--- config.mk ---
export PLATFORM = sky130hd
export DESIGN_NAME = esn_sram_addr_gen
export DESIGN_NICKNAME = d
export VERILOG_FILES = /design/src/rtl/esn_sram_addr_gen.sv
export SDC_FILE = /design/constraint.sdc
export NUM_CORES = 1
export LEC_CHECK = 0
export CELL_PAD_IN_SITES_DETAIL_PLACEMENT = 1
export CELL_PAD_IN_SITES_GLOBAL_PLACEMENT = 2
export CORE_MARGIN = 3
export CORE_UTILIZATION = 25
export CTS_BUF_LIST = sky130_fd_sc_hd__clkbuf_16
export CTS_CLUSTER_DIAMETER = 60
export CTS_CLUSTER_SIZE = 25
export DETAILED_ROUTE_END_ITERATION = 8
export DONT_BUFFER_PORTS = 1
export PLACE_DENSITY = 0.66
export SLEW_MARGIN = 20
export SYNTH_ARGS = -nofsm -noshare
export SYNTH_HDL_FRONTEND = slang
export SYNTH_SLANG_ARGS = --single-unit
--- constraint.sdc ---
create_clock -name clk -period 2.36 [get_ports clk]
set_clock_uncertainty 0.05 [all_clocks]
set_input_delay 0.59 -clock clk [delete_from_list [all_inputs] [get_ports clk]]
set_output_delay 0.59 -clock clk [all_outputs]
set_load 0.005 [all_outputs]
--- src/rtl/esn_sram_addr_gen.sv ---
// esn_sram_addr_gen: registered SRAM read-address generator for the ESN datapath.
// It follows the control FSM's 2-bit SRAM state code and active-low enables,
// and produces the X/W/Win/Winb/Wout addresses plus the input-sample index.
// Optional macro ESN_ADDR_GEN_ERR_EN enables the sticky protocol-error flag
// addr_err; without it, addr_err is tied to 0.
//
// Enable semantics: an enable sampled low at a rising edge while SRAM_State is
// 2'b10 advances its address at that same edge (one-cycle latency to the
// output). Enables are level-sensitive, so holding one low advances once per cycle.
module esn_sram_addr_gen #(
  parameter int NODE_NUM  = 1000,
  parameter int POINT_NUM = 2000,
  parameter int AW_N      = 10,
  parameter int AW_W      = 20,
  parameter int AW_P      = 11
) (
  input  logic            clk,
  input  logic            nrst,
  input  logic [1:0]      SRAM_State,
  input  logic            EN_update_addr_X_n,
  input  logic            EN_update_addr_W_n,
  input  logic            EN_update_addr_Win_n,
  input  logic            EN_update_addr_Winb_n,
  input  logic            EN_update_addr_Wout_n,
  output logic [AW_N-1:0] addr_X,
  output logic [AW_W-1:0] addr_W,
  output logic [AW_N-1:0] addr_Win,
  output logic [AW_N-1:0] addr_Winb,
  output logic [AW_N-1:0] addr_Wout,
  output logic [AW_P-1:0] addr_u,
  output logic            x_wrap,
  output logic            seq_done,
  output logic            addr_err
);

  localparam logic [1:0]      ST_RUN = 2'b10;
  localparam logic [1:0]      ST_ILL = 2'b11;
  localparam logic [AW_N-1:0] N_LAST = AW_N'(NODE_NUM - 1);
  localparam logic [AW_P-1:0] P_LAST = AW_P'(POINT_NUM - 1);
  localparam logic [AW_N-1:0] N_ONE  = AW_N'(1);
  localparam logic [AW_P-1:0] P_ONE  = AW_P'(1);
  localparam logic [AW_W-1:0] W_ONE  = AW_W'(1);

  // Only the run state lets counters move; idle, preload and illegal all clear.
  logic run;
  assign run = (SRAM_State == ST_RUN);

  // W is walked as row/col so the wrap test never needs a multiply.
  logic [AW_N-1:0] w_row;
  logic [AW_N-1:0] w_col;

  // X address, point index and the wrap/done pulses.
  always_ff @(posedge clk or negedge nrst) begin
    if (!nrst) begin
      addr_X   <= '0;
      addr_u   <= '0;
      x_wrap   <= 1'b0;
      seq_done <= 1'b0;
    end else if (!run) begin
      addr_X   <= '0;
      addr_u   <= '0;
      x_wrap   <= 1'b0;
      seq_done <= 1'b0;
    end else begin
      x_wrap   <= 1'b0;
      seq_done <= 1'b0;
      if (!EN_update_addr_X_n) begin
        if (addr_X == N_LAST) begin
          addr_X <= '0;
          x_wrap <= 1'b1;
          if (addr_u == P_LAST) begin
            addr_u   <= '0;
            seq_done <= 1'b1;
          end else begin
            addr_u <= addr_u + P_ONE;
          end
        end else begin
          addr_X <= addr_X + N_ONE;
        end
      end
    end
  end

  // W address as a linear row*NODE_NUM+col counter, stepped by +1.
  always_ff @(posedge clk or negedge nrst) begin
    if (!nrst) begin
      addr_W <= '0;
      w_row  <= '0;
      w_col  <= '0;
    end else if (!run) begin
      addr_W <= '0;
      w_row  <= '0;
      w_col  <= '0;
    end else if (!EN_update_addr_W_n) begin
      if (w_col != N_LAST) begin
        w_col  <= w_col + N_ONE;
        addr_W <= addr_W + W_ONE;
      end else if (w_row != N_LAST) begin
        w_col  <= '0;
        w_row  <= w_row + N_ONE;
        addr_W <= addr_W + W_ONE;
      end else begin
        w_col  <= '0;
        w_row  <= '0;
        addr_W <= '0;
      end
    end
  end

  // Win / Winb / Wout: independent modulo-NODE_NUM counters.
  always_ff @(posedge clk or negedge nrst) begin
    if (!nrst) begin
      addr_Win  <= '0;
      addr_Winb <= '0;
      addr_Wout <= '0;
    end else if (!run) begin
      addr_Win  <= '0;
      addr_Winb <= '0;
      addr_Wout <= '0;
    end else begin
      if (!EN_update_addr_Win_n)
        addr_Win <= (addr_Win == N_LAST) ? '0 : addr_Win + N_ONE;
      if (!EN_update_addr_Winb_n)
        addr_Winb <= (addr_Winb == N_LAST) ? '0 : addr_Winb + N_ONE;
      if (!EN_update_addr_Wout_n)
        addr_Wout <= (addr_Wout == N_LAST) ? '0 : addr_Wout + N_ONE;
    end
  end

`ifdef ESN_ADDR_GEN_ERR_EN
  logic any_en;
  assign any_en = !EN_update_addr_X_n  || !EN_update_addr_W_n    ||
                  !EN_update_addr_Win_n || !EN_update_addr_Winb_n ||
                  !EN_update_addr_Wout_n;

  // Sticky error: enable outside run, or illegal state code; cleared only by reset.
  always_ff @(posedge clk or negedge nrst) begin
    if (!nrst)
      addr_err <= 1'b0;
    else if ((any_en && !run) || (SRAM_State == ST_ILL))
      addr_err <= 1'b1;
  end
`else
  assign addr_err = 1'b0;
`endif

endmodule

[Word level (Yosys, flattened, before mapping)]
Index checks and enable logic that the tools add are counted.
Word-level totals
  output and inout port bits: 74
  logic and storage cells: 69
  bits in registers: 93
Cells by class
  reductions and logical operators: 2
  mux-type cells: 34
  add/subtract/negate cells: 8
  equal/unequal tests: 15
Operator list (count)
  $mux 10: 19
  $mux 20: 4
  $add 10x1->10 const B: 6
  $mux 11: 4
  $eq 10x10->1 const B: 4
  $add 20x1->20 const B: 1
  $ne 10x10->1 const B: 2
  $ne 2x2->1 const B: 6
  $add 11x1->11 const B: 1
  $eq 11x11->1 const B: 1
  $mux 1: 7
  $reduce_and 2->1: 2
  $eq 2x2->1 const B: 1
  $ne 2x1->1 const B: 1

[Depth between registers and ports, before layout]
  word-level depth: 5
  gate-level depth with buffers: 8
  mapped depth without buffers: 6

[Least setup slack after synthesis]
Ideal clock, no wire load.
  path kind: register to register
  start point: register w_row[0]
  end point: register addr_W[12]
  data arrival time: 1.856 ns
  library setup time: 0.126 ns
  data required time: 2.184 ns
  stages on the path, launching flop included: 7
  slack: 0.328 ns
  clock period less this slack: 2.032 ns
  cell sequence: dfrtp_1 -> ha_1 -> nand4b_1 -> or4_4 -> o21a_1 -> buf_6 -> a221o_1
Between the ends
  longest elaborated chain between the ends: 5
RTL lines
  start, declared: line 49  | logic [AW_N-1:0] w_row;
  start signal, assigned: line 100  | w_row <= w_row + N_ONE;
  $ne 10x10->1: line 98  | end else if (w_row != N_LAST) begin
  $mux 20: line 98
  $mux 20: line 95  | if (w_col != N_LAST) begin
  $mux 20: line 94  | end else if (!EN_update_addr_W_n) begin
  $mux 20: line 90  | end else if (!run) begin
  end signal, assigned: line 97  | addr_W <= addr_W + W_ONE;
  end signal, assigned: line 101  | addr_W <= addr_W + W_ONE;
  end, declared: line 26  | output logic [AW_W-1:0] addr_W,
No other way between the ends. The select of a mux whose other input is x is not followed.
A chain may end at the register's enable or synchronous reset.

[Worst setup path in the final report]
  start point: register w_row[0]
  end point: register addr_W[15]
The elaborated chain is that of the path after synthesis.

==> flow_metrics.tcl <==
set metrics [dict create \
    syn_nets 560 \
    power.density_nw_per_um2 546 \
    pwr-share-seq_pct 51.8 \
    fillers 2198 \
    htree_levels 3 \
    path_class "reg2reg" \
    diodes 0 \
    portBuffers 0 \
    outcome "finished with violations" \
    layout-drive-gt1-share_pct 9.43 \
    placed_cells 804 \
    violations "hold timing" \
    area_delta_synth_final_pct 14.9 \
    cts_num_sinks 93 \
    rows 50 \
    r2r_end "addr_W[15]$_DFFE_PN0P_" \
    track_usage_pct 13.3 \
    peakVddDrop_mv 0.314 \
    reg2reg_depth 6 \
    clkPwrFrac_pct 44.6 \
    io_pins 83 \
    fmax_mhz 452 \
    netlist_instances 543 \
    start_kind "flip-flop" \
    final-setup-viol-count 0 \
    hold_violations 93 \
    ys_ff_latch 93 \
    vias 4192 \
    die_h_um 147 \
    fin_crit_sh_pct 93.7 \
    synth-seq-area-share_pct 46.9 \
    clk_pin_slew_ns 0.07 \
    p_int_mw 2.36 \
    power_leakage_nw 2.20 \
    hpwl_um 10200 \
    grt_pass1_wl_um 23700 \
    wl_per_cell_um 17.2 \
    layout_min_cycle_time_ns 2.21 \
    async_flop_share_pct 100 \
    end_kind "flip-flop" \
    path_max_fanout 9 \
    gp_congestion 0.760 \
    tns_ns 0 \
    ff2ff_setup_slack_ns 0.15 \
    netlist_area_sq_um 4960 \
    pwr-share-comb_pct 3.5 \
    die_w_um 147 \
    clkLatencyLatePin_ns 0.35 \
    syn_avg_cell_area_sq_um 9.14 \
    slowest_stage "or4_4" \
    grt-ovfl-total 0 \
    vias_per_cell 5.10 \
    critPathRequiredTime_ns 2.54 \
    synth-edff-count 0 \
    switching_power_mw 0.753 \
    firstDrtPassIters 5 \
    fin_cells 822 \
    floorplan.initialDensity_pct 26.0 \
    antenna_found_initial 0 \
    ys.flop_type "dfrtp_1" \
    maxSlewHeadroom_pct 52.7 \
    worst_pin_slew_ns 0.706 \
    drtIter0Drc 157 \
    final_core_util_pct 29.9 \
    final_nets 574 \
    hold_class "in2async" \
    postRouteAntennaNets 0 \
    cts_buffers 9 \
    mostFrequentLayoutCell "dfrtp_1" \
    swShare_pct 24.2 \
    drv_cap 0 \
    ys_types 58 \
    maxSlewViolCount 0 \
    cts_tree "built" \
    grt_pass1_vias 4380 \
    grt_max_degree 94 \
    core_area_sq_um 19100 \
    clockBufferDepth 2 \
    cp_slowest_stage_delay_ns 0.60 \
    drcViolationCount 0 \
    whs_ns -0.118 \
    wl_um 14200 \
    arrival_ns 2.39 \
    ys_warn_count 0 \
    dieArea_sq_um 21600 \
    r2r_start "w_row[0]$_DFFE_PN0P_" \
    cts-root-buf "clkbuf_16" \
    worstPathCellList "ha_1, nand4b_1, or4_4, o21a_1, buf_4, a221o_1" \
    most-common-layout-cells "93 x dfrtp_1, 65 x nor2_1, 59 x nand2_1" \
]
==> power groups by stage <==
stage / Clock (mW) / Sequential, mW / Combinational, mW
global placement: 0 / 1.64 / 0.106
finish: 1.39 / 1.61 / 0.109
CTS: 1.45 / 1.61 / 0.110
floorplan: 0 / 1.64 / 0.0771
detailed placement: 0 / 1.64 / 0.110
global route: 1.52 / 1.61 / 0.124
==> synthesized netlist by cell type (7+ instances only) <==
cell       n  area share [%]
a21oi_1   10             1.0
and3_1    11             1.4
clkbuf_1  13            0.98
dfrtp_1   93              47
ha_1       8             2.0
inv_1     10            0.76
nand2_1   59             4.5
nand2b_1   8             1.0
nand3_1   43             4.3
nand4_1   22             2.8
nor2_1    66             5.0
nor2b_1    8             1.0
nor3_1    21             2.1
o21ai_0   36             3.6
o31ai_1    7             1.1
or3_1      8             1.0
xnor2_1   19             3.4
xor2_1    22             3.9
==> how the worst max path moves through the flow <==
stage / start / endpoint / slack, ns
2_1_floorplan: w_row[0]$_DFFE_PN0P_ / addr_W[12]$_DFFE_PN0P_ / 0.33
3_3_place_gp: addr_X[0]$_DFFE_PN0P_ / addr_u[3]$_DFFE_PN0P_ / 0.05
3_5_place_dp: addr_X[0]$_DFFE_PN0P_ / addr_u[6]$_DFFE_PN0P_ / -0.02
4_1_cts: addr_X[0]$_DFFE_PN0P_ / addr_u[3]$_DFFE_PN0P_ / -0.03
5_1_grt: addr_X[0]$_DFFE_PN0P_ / addr_u[3]$_DFFE_PN0P_ / -0.004
6_report: w_row[0]$_DFFE_PN0P_ / addr_W[15]$_DFFE_PN0P_ / 0.15
==> sequential cells by signal (all words and copies together) (netlist names) <==
register,flops
addr_Winb,10
addr_Win,10
addr_Wout,10
addr_u,11
w_col,10
addr_X,10
seq_done,1
w_row,10
addr_W,20
x_wrap,1
==> metal layers <==
layer	vias up	track usage (%)	wire length (um)
met4	0	3.59	151
met5	-	0	0
met1	2146	16.6	6420
met2	55	23.2	7040
met3	10	3.18	558
li1	1981	-	-
==> cell families (layout without fill, tap and decap cells) <==
kind of cell	count (synthesis)	in the layout	share of synthesized area [%]
muxes	2	2	0.403
adders and majority gates	8	8	2.02
AOI/OAI and AO/OA	89	89	12.0
xor gates and xnor gates	41	41	7.23
buffers and inverters	28	47	2.39
other	1	1	0.0755
and+or+nand+nor	281	281	29.0
DFF	93	93	46.9
==> critical path: cells and delay by family, from the launching register on <==
family	cells	cell delay, ns
DFF	1	0.38
and+or+nand+nor	2	0.75
buffers and inverters	1	0.17
adders and majority gates	1	0.22
AOI/OAI and AO/OA	2	0.53
==> timing repair <==
item                                   CTS  global route
pin swaps                                0             2
setup endpoints to repair                7            13
resized for setup                        1             7
setup buffers                            0             2
endpoints found under the hold margin   93            93
==> stage by stage <==
stage	power [mW]	setup WS [ns]	cell area (sq um)
3_5_place_dp	1.75	-0.0209	5360
3_3_place_gp	1.75	0.0546	5360
6_report	3.11	0.148	5700
5_1_grt	3.25	-0.00402	5700
4_1_cts	3.18	-0.0258	5640
2_1_floorplan	1.72	0.328	4960
==> cell type report <==
class	instances	area, sq um	share of cell area, %
Clock buffer	9	225	3.95
Clock inverter	7	48.8	0.856
Inverter	11	41.3	0.724
Multi-Input combinational cell	422	2570	45.1
Sequential cell	93	2330	40.8
Tap cell	260	325	5.70
Timing Repair Buffer	20	163	2.85
Note: power is estimated with default switching activity, not from simulation.
